`src/rtl/scim_jtag_mem_bridge.sv`:
```
// scim_jtag_mem_bridge: turns synchronised JTAG DR commands into ACT-bank memory cycles and a compute-start pulse.
// Optional feature macro: SCIM_MEMBR_WRCNT_EN adds the o_wr_count completed-write counter.
module scim_jtag_mem_bridge #(
    parameter int NUM_BANKS = 4,
    parameter int ADDR_W    = 10,
    parameter int DATA_W    = 32,
    parameter int RD_LAT    = 1,
    parameter int BANK_W    = (NUM_BANKS > 1) ? $clog2(NUM_BANKS) : 1
) (
    input  logic                        i_clk,
    input  logic                        i_reset,
    input  logic                        i_cmd_valid,
    output logic                        o_cmd_ready,
    input  logic [1:0]                  i_cmd_op,
    input  logic [BANK_W-1:0]           i_cmd_bank,
    input  logic [ADDR_W-1:0]           i_cmd_addr,
    input  logic [DATA_W-1:0]           i_cmd_wdata,
    output logic [NUM_BANKS-1:0]        o_mem_cs,
    output logic                        o_mem_we,
    output logic [ADDR_W-1:0]           o_mem_addr,
    output logic [DATA_W-1:0]           o_mem_wdata,
    input  logic [NUM_BANKS*DATA_W-1:0] i_mem_rdata,
    output logic                        o_rsp_valid,
    input  logic                        i_rsp_ready,
    output logic [DATA_W-1:0]           o_rsp_data,
    output logic                        o_start,
    output logic                        o_err
`ifdef SCIM_MEMBR_WRCNT_EN
    ,
    output logic [31:0]                 o_wr_count
`endif
);

    localparam logic [1:0] OP_WRITE   = 2'd0;
    localparam logic [1:0] OP_READ    = 2'd1;
    localparam logic [1:0] OP_SETADDR = 2'd2;

    typedef enum logic [2:0] {
        S_IDLE,
        S_WR,
        S_RD_REQ,
        S_RD_WAIT,
        S_RSP
    } state_t;

    state_t              r_state;
    state_t              w_next_state;
    logic [ADDR_W-1:0]   r_ptr;
    logic [BANK_W-1:0]   r_bank;
    logic [DATA_W-1:0]   r_wdata;
    logic [DATA_W-1:0]   r_rsp_data;
    logic [2:0]          r_lat_cnt;
    logic                r_start;
    logic                r_err;
    logic                w_accept;
    logic                w_bank_bad;
    logic                w_lat_done;

    assign w_accept   = i_cmd_valid && (r_state == S_IDLE) && !i_reset;
    assign w_bank_bad = ({1'b0, i_cmd_bank} >= (BANK_W+1)'(NUM_BANKS));
    assign w_lat_done = (r_lat_cnt == 3'(RD_LAT));

    always_ff @(posedge i_clk) begin
        if (i_reset) begin
            r_state <= S_IDLE;
        end else begin
            r_state <= w_next_state;
        end
    end

    // A READ to a nonexistent bank skips the memory and answers zero straight from RSP.
    always_comb begin
        w_next_state = r_state;
        o_cmd_ready  = 1'b0;
        o_mem_cs     = '0;
        o_mem_we     = 1'b0;
        o_mem_addr   = '0;
        o_mem_wdata  = '0;
        o_rsp_valid  = 1'b0;
        case (r_state)
            S_IDLE: begin
                o_cmd_ready = !i_reset;
                if (w_accept) begin
                    case (i_cmd_op)
                        OP_WRITE: if (!w_bank_bad) w_next_state = S_WR;
                        OP_READ:  w_next_state = w_bank_bad ? S_RSP : S_RD_REQ;
                        default:  w_next_state = S_IDLE;
                    endcase
                end
            end
            S_WR: begin
                o_mem_cs     = NUM_BANKS'(1) << r_bank;
                o_mem_we     = 1'b1;
                o_mem_addr   = r_ptr;
                o_mem_wdata  = r_wdata;
                w_next_state = S_IDLE;
            end
            S_RD_REQ: begin
                o_mem_cs     = NUM_BANKS'(1) << r_bank;
                o_mem_addr   = r_ptr;
                w_next_state = S_RD_WAIT;
            end
            S_RD_WAIT: begin
                if (w_lat_done) w_next_state = S_RSP;
            end
            S_RSP: begin
                o_rsp_valid = 1'b1;
                if (i_rsp_ready) w_next_state = S_IDLE;
            end
            default: w_next_state = S_IDLE;
        endcase
    end

    always_ff @(posedge i_clk) begin
        if (i_reset) begin
            r_ptr      <= '0;
            r_bank     <= '0;
            r_wdata    <= '0;
            r_rsp_data <= '0;
            r_lat_cnt  <= '0;
            r_start    <= 1'b0;
            r_err      <= 1'b0;
        end else begin
            r_start <= 1'b0;
            if (w_accept) begin
                case (i_cmd_op)
                    OP_WRITE, OP_READ: begin
                        if (w_bank_bad) begin
                            r_err      <= 1'b1;
                            r_rsp_data <= '0;
                        end else begin
                            r_bank  <= i_cmd_bank;
                            r_wdata <= i_cmd_wdata;
                        end
                    end
                    OP_SETADDR: r_ptr <= i_cmd_addr;
                    default:    r_start <= 1'b1;
                endcase
            end
            if (r_state == S_WR || r_state == S_RD_REQ) begin
                r_ptr <= r_ptr + ADDR_W'(1);
            end
            // The wait spans RD_LAT+1 cycles so the memory output has settled before capture.
            if (r_state == S_RD_WAIT) begin
                if (w_lat_done) begin
                    r_rsp_data <= i_mem_rdata[int'(r_bank)*DATA_W +: DATA_W];
                    r_lat_cnt  <= '0;
                end else begin
                    r_lat_cnt <= r_lat_cnt + 3'd1;
                end
            end
        end
    end

    assign o_rsp_data = r_rsp_data;
    assign o_start    = r_start;
    assign o_err      = r_err;

`ifdef SCIM_MEMBR_WRCNT_EN
    logic [31:0] r_wr_count;

    always_ff @(posedge i_clk) begin
        if (i_reset) begin
            r_wr_count <= '0;
        end else if (w_accept && i_cmd_op == OP_SETADDR) begin
            r_wr_count <= '0;
        end else if (r_state == S_WR && r_wr_count != 32'hFFFF_FFFF) begin
            r_wr_count <= r_wr_count + 32'd1;
        end
    end

    assign o_wr_count = r_wr_count;
`endif

endmodule

```
`config.mk`:
```
export PLATFORM = sky130hd
export DESIGN_NAME = scim_jtag_mem_bridge
export DESIGN_NICKNAME = d
export VERILOG_FILES = /design/src/rtl/scim_jtag_mem_bridge.sv
export SDC_FILE = /design/constraint.sdc
export NUM_CORES = 1
export LEC_CHECK = 0
export CORE_AREA = 3 3 117 119
export DETAILED_ROUTE_END_ITERATION = 6
export DIE_AREA = 0 0 120 122
export GPL_ROUTABILITY_DRIVEN = 0
export PLACE_DENSITY = 0.77
export SETUP_SLACK_MARGIN = 0.15
export SYNTH_ARGS = -nofsm -noshare
export SYNTH_HDL_FRONTEND = slang
export SYNTH_SLANG_ARGS = --single-unit
```
`constraint.sdc`:
```
create_clock -name i_clk -period 1.9 [get_ports i_clk]
set_clock_uncertainty 0.15 [all_clocks]
set_input_delay 0.57 -clock i_clk [delete_from_list [all_inputs] [get_ports i_clk]]
set_output_delay 0.57 -clock i_clk [all_outputs]
set_load 0.01 [all_outputs]
```
==> summary.md <==
| Metric | Value |
|---|---|
| Slew at the pin closest to its max-slew limit | `0.580 ns` |
| TritonCTS clock tree | `done` |
| Net count after synthesis | `677` |
| Tcrit/Tclk final | `116%` |
| Share of cells above drive strength 1 | `37.3%` |
| Syn avg cell area | `8.58 um^2` |
| Port Buffers | `259` |
| Routed via count | `4888` |
| EDFF count, synth | `0` |
| Boundary Pins | `261` |
| Post-layout power | `4.79 mW` |
| DR WL/cell | `17.4 um` |
| Failing checks | `setup timing` |
| Worst-skew pair later-pin latency | `0.33 ns` |
| Ys flop type | `dfxtp_1` |
| Leak | `3.27 nW` |
| Hold Vio Cnt, Final | `0` |
| DRT iter0 DRCs | `213` |
| Max-cap violations | `0` |
| CP Class | `reg2out` |
| Post-layout min period | `2.21 ns` |
| Cts bufs inserted | `9` |
| Cell Area, Synth | `0.00427 mm^2` |
| H-tree level count | `3` |
| Initial antenna violation count | `0` |
| Clk buf depth | `2` |
| Initial core utilization | `33.7%` |
| Final Net Count | `975` |
| Flops & latches, synth | `83` |
| Vias in the first global route | `5123` |
| PD cells | `569 mW/mm^2` |
| Row count | `41` |
| Setup violations, final | `52` |
| Wirelength, routed | `16900 um` |
| Post-synth ARST share | `0%` |
| # diodes | `0` |
| Core Area | `0.0127 mm^2` |
| Most frequent cells in the layout | `clkdlybuf4s50_1, nand2_1, dfxtp_1` |
| First-pass GRT wire length | `25500 um` |
| Overflow after GRT | `0` |
| Max Slew Vio Count | `0` |
| Max IR drop VDD | `0.361 mV` |
| Mapped Cells | `498` |
| Commonest non-fill, non-tap cell in the layout | `clkdlybuf4s50_1` |
| CTS clock-pin slew for the worst setup and hold paths | `0.06 ns` |
| Hpwl dp | `12200 um` |
| Area growth syn-to-layout | `97.0%` |
| Vias per cell | `5.02` |
| Finished Core Util | `66.5%` |
| Warnings, synthesis | `0` |
| Crit path DAT | `1.49 ns` |
| Relative slew slack | `61.3%` |
| CTS root buf | `clkbuf_16` |
| Netlist cell types | `43` |
| CTS Hold Bufs | `0` |
| CP endpoint kind | `output port` |
| Max frequency | `452 MHz` |
| Routed Antenna Nets | `0` |
| Crit-path max FO | `8` |
| DIE WIDTH | `120 um` |
| RSZ-0062 raised after global routing | `yes` |
| # DRC | `0` |
| Hold Crit Class | `reg2reg` |
| Overall global routing resource usage | `22.0%` |
| Die Height | `122 um` |
| Largest net degree at the start of global routing | `43` |
| Sequential element share of the synthesized area | `38.9%` |
| Status | `finished, violations left` |
| Drt pass-1 iters | `4` |
| PnR worst setup slack | `-0.311 ns` |
| Num Clock Sinks | `83` |
| Worst setup SP type | `register` |
| Required time of the critical path | `1.18 ns` |
| Die ar. | `0.0146 mm^2` |
==> what timing repair did <==
item	in CTS	in global routing
gates resized for setup	357	55
pin swaps	28	20
cloned	5	2
buffers inserted	16	5
endpoints found under the setup margin	161	130
==> report_power, final <==
group          internal, mW  switching, mW
sequential             1.79         0.0474
combinational         0.865          0.513
clock                 0.885          0.690
==> metrics by stage <==
step                      worst slack (ns)  hold WS [ns]  instance area, um^2  instances  setup TNS (ns)
after floorplan                     -0.120         0.282                 4530        498          -0.501
after global placement              -0.643         0.289                 7440        929          -36.08
after detailed placement            -0.757         0.297                 7440        929          -39.23
after CTS                           -0.354         0.303                 8170        966          -13.61
after global routing                -0.372         0.318                 8420        973          -17.77
final                               -0.311         0.301                 8420        973          -12.96
==> layout make-up <==
class / count / area (um^2)
fillers: 970 / 4250
repair buffers: 327 / 3340
multi-input cells: 371 / 2910
flip-flops and latches: 83 / 1680
clock buffers: 10 / 229
well taps: 172 / 215
clock inverters: 6 / 42.5
inverters: 4 / 15.0
==> worst paths after layout <==
path / start / end / slack [ns] / cells past startpoint
setup / recovery: r_state[0]$_SDFFE_PP0P_ / o_mem_wdata[21] / -0.31 / 5
hold reg to reg: o_rsp_data[1]$_SDFFE_PP0P_ / o_rsp_data[1]$_SDFFE_PP0P_ / 0.30 / 2
hold / removal: o_rsp_data[1]$_SDFFE_PP0P_ / o_rsp_data[1]$_SDFFE_PP0P_ / 0.30 / 2
setup reg to reg: r_state[0]$_SDFFE_PP0P_ / r_ptr[9]$_SDFFE_PP0P_ / -0.03 / 8
==> worst max-delay path: stages (launching register included) <==
cell and delay, ns:
dfxtp_4 0.39, nor3b_4 0.23, buf_6 0.16, clkbuf_16 0.15
and2_4 0.14, buf_6 0.09
==> synth_stat cells (3+ instances only) <==
cell type / instances / area share (%)
a21oi_1: 70 / 8.2
a211oi_1: 5 / 0.88
buf_2: 7 / 0.82
a31oi_1: 3 / 0.44
clkbuf_1: 26 / 2.3
and2_1: 45 / 6.6
nor4_1: 4 / 0.59
nor3_1: 5 / 0.59
or3_1: 3 / 0.44
inv_1: 4 / 0.35
and3_1: 6 / 0.88
nor2_1: 16 / 1.4
a311oi_1: 4 / 0.82
mux4_2: 32 / 17
dfxtp_1: 83 / 39
buf_4: 6 / 1.1
nand2_1: 147 / 13
==> logic make-up after synthesis <==
group	after synthesis	share of synthesized area [%]
and+or+nand+nor	239	25.7
other	1	0.0877
AOI/OAI and AO/OA	93	12.5
DFF	83	38.9
muxes	33	17.1
buffers and inverters	45	4.86
xor gates and xnor gates	3	0.615
adders and majority gates	1	0.293
==> layer usage <==
| metal | vias to the layer above | routed length (um) | global-route usage, % |
|---|---|---|---|
| met5 | - | 0 | 0 |
| met4 | 0 | 433 | 8.52 |
| met3 | 37 | 1430 | 6.04 |
| met2 | 245 | 9180 | 41.7 |
| met1 | 2286 | 5880 | 23.1 |
| li1 | 2320 | - | - |
==> state kept, by name, indices dropped and copies added, names as in the netlist <==
register / count
o_rsp_data: 32
r_wdata: 32
r_ptr: 10
r_lat_cnt: 3
r_state: 3
r_bank: 2
o_start: 1
No activity file was read; power rests on OpenSTA's default activity.
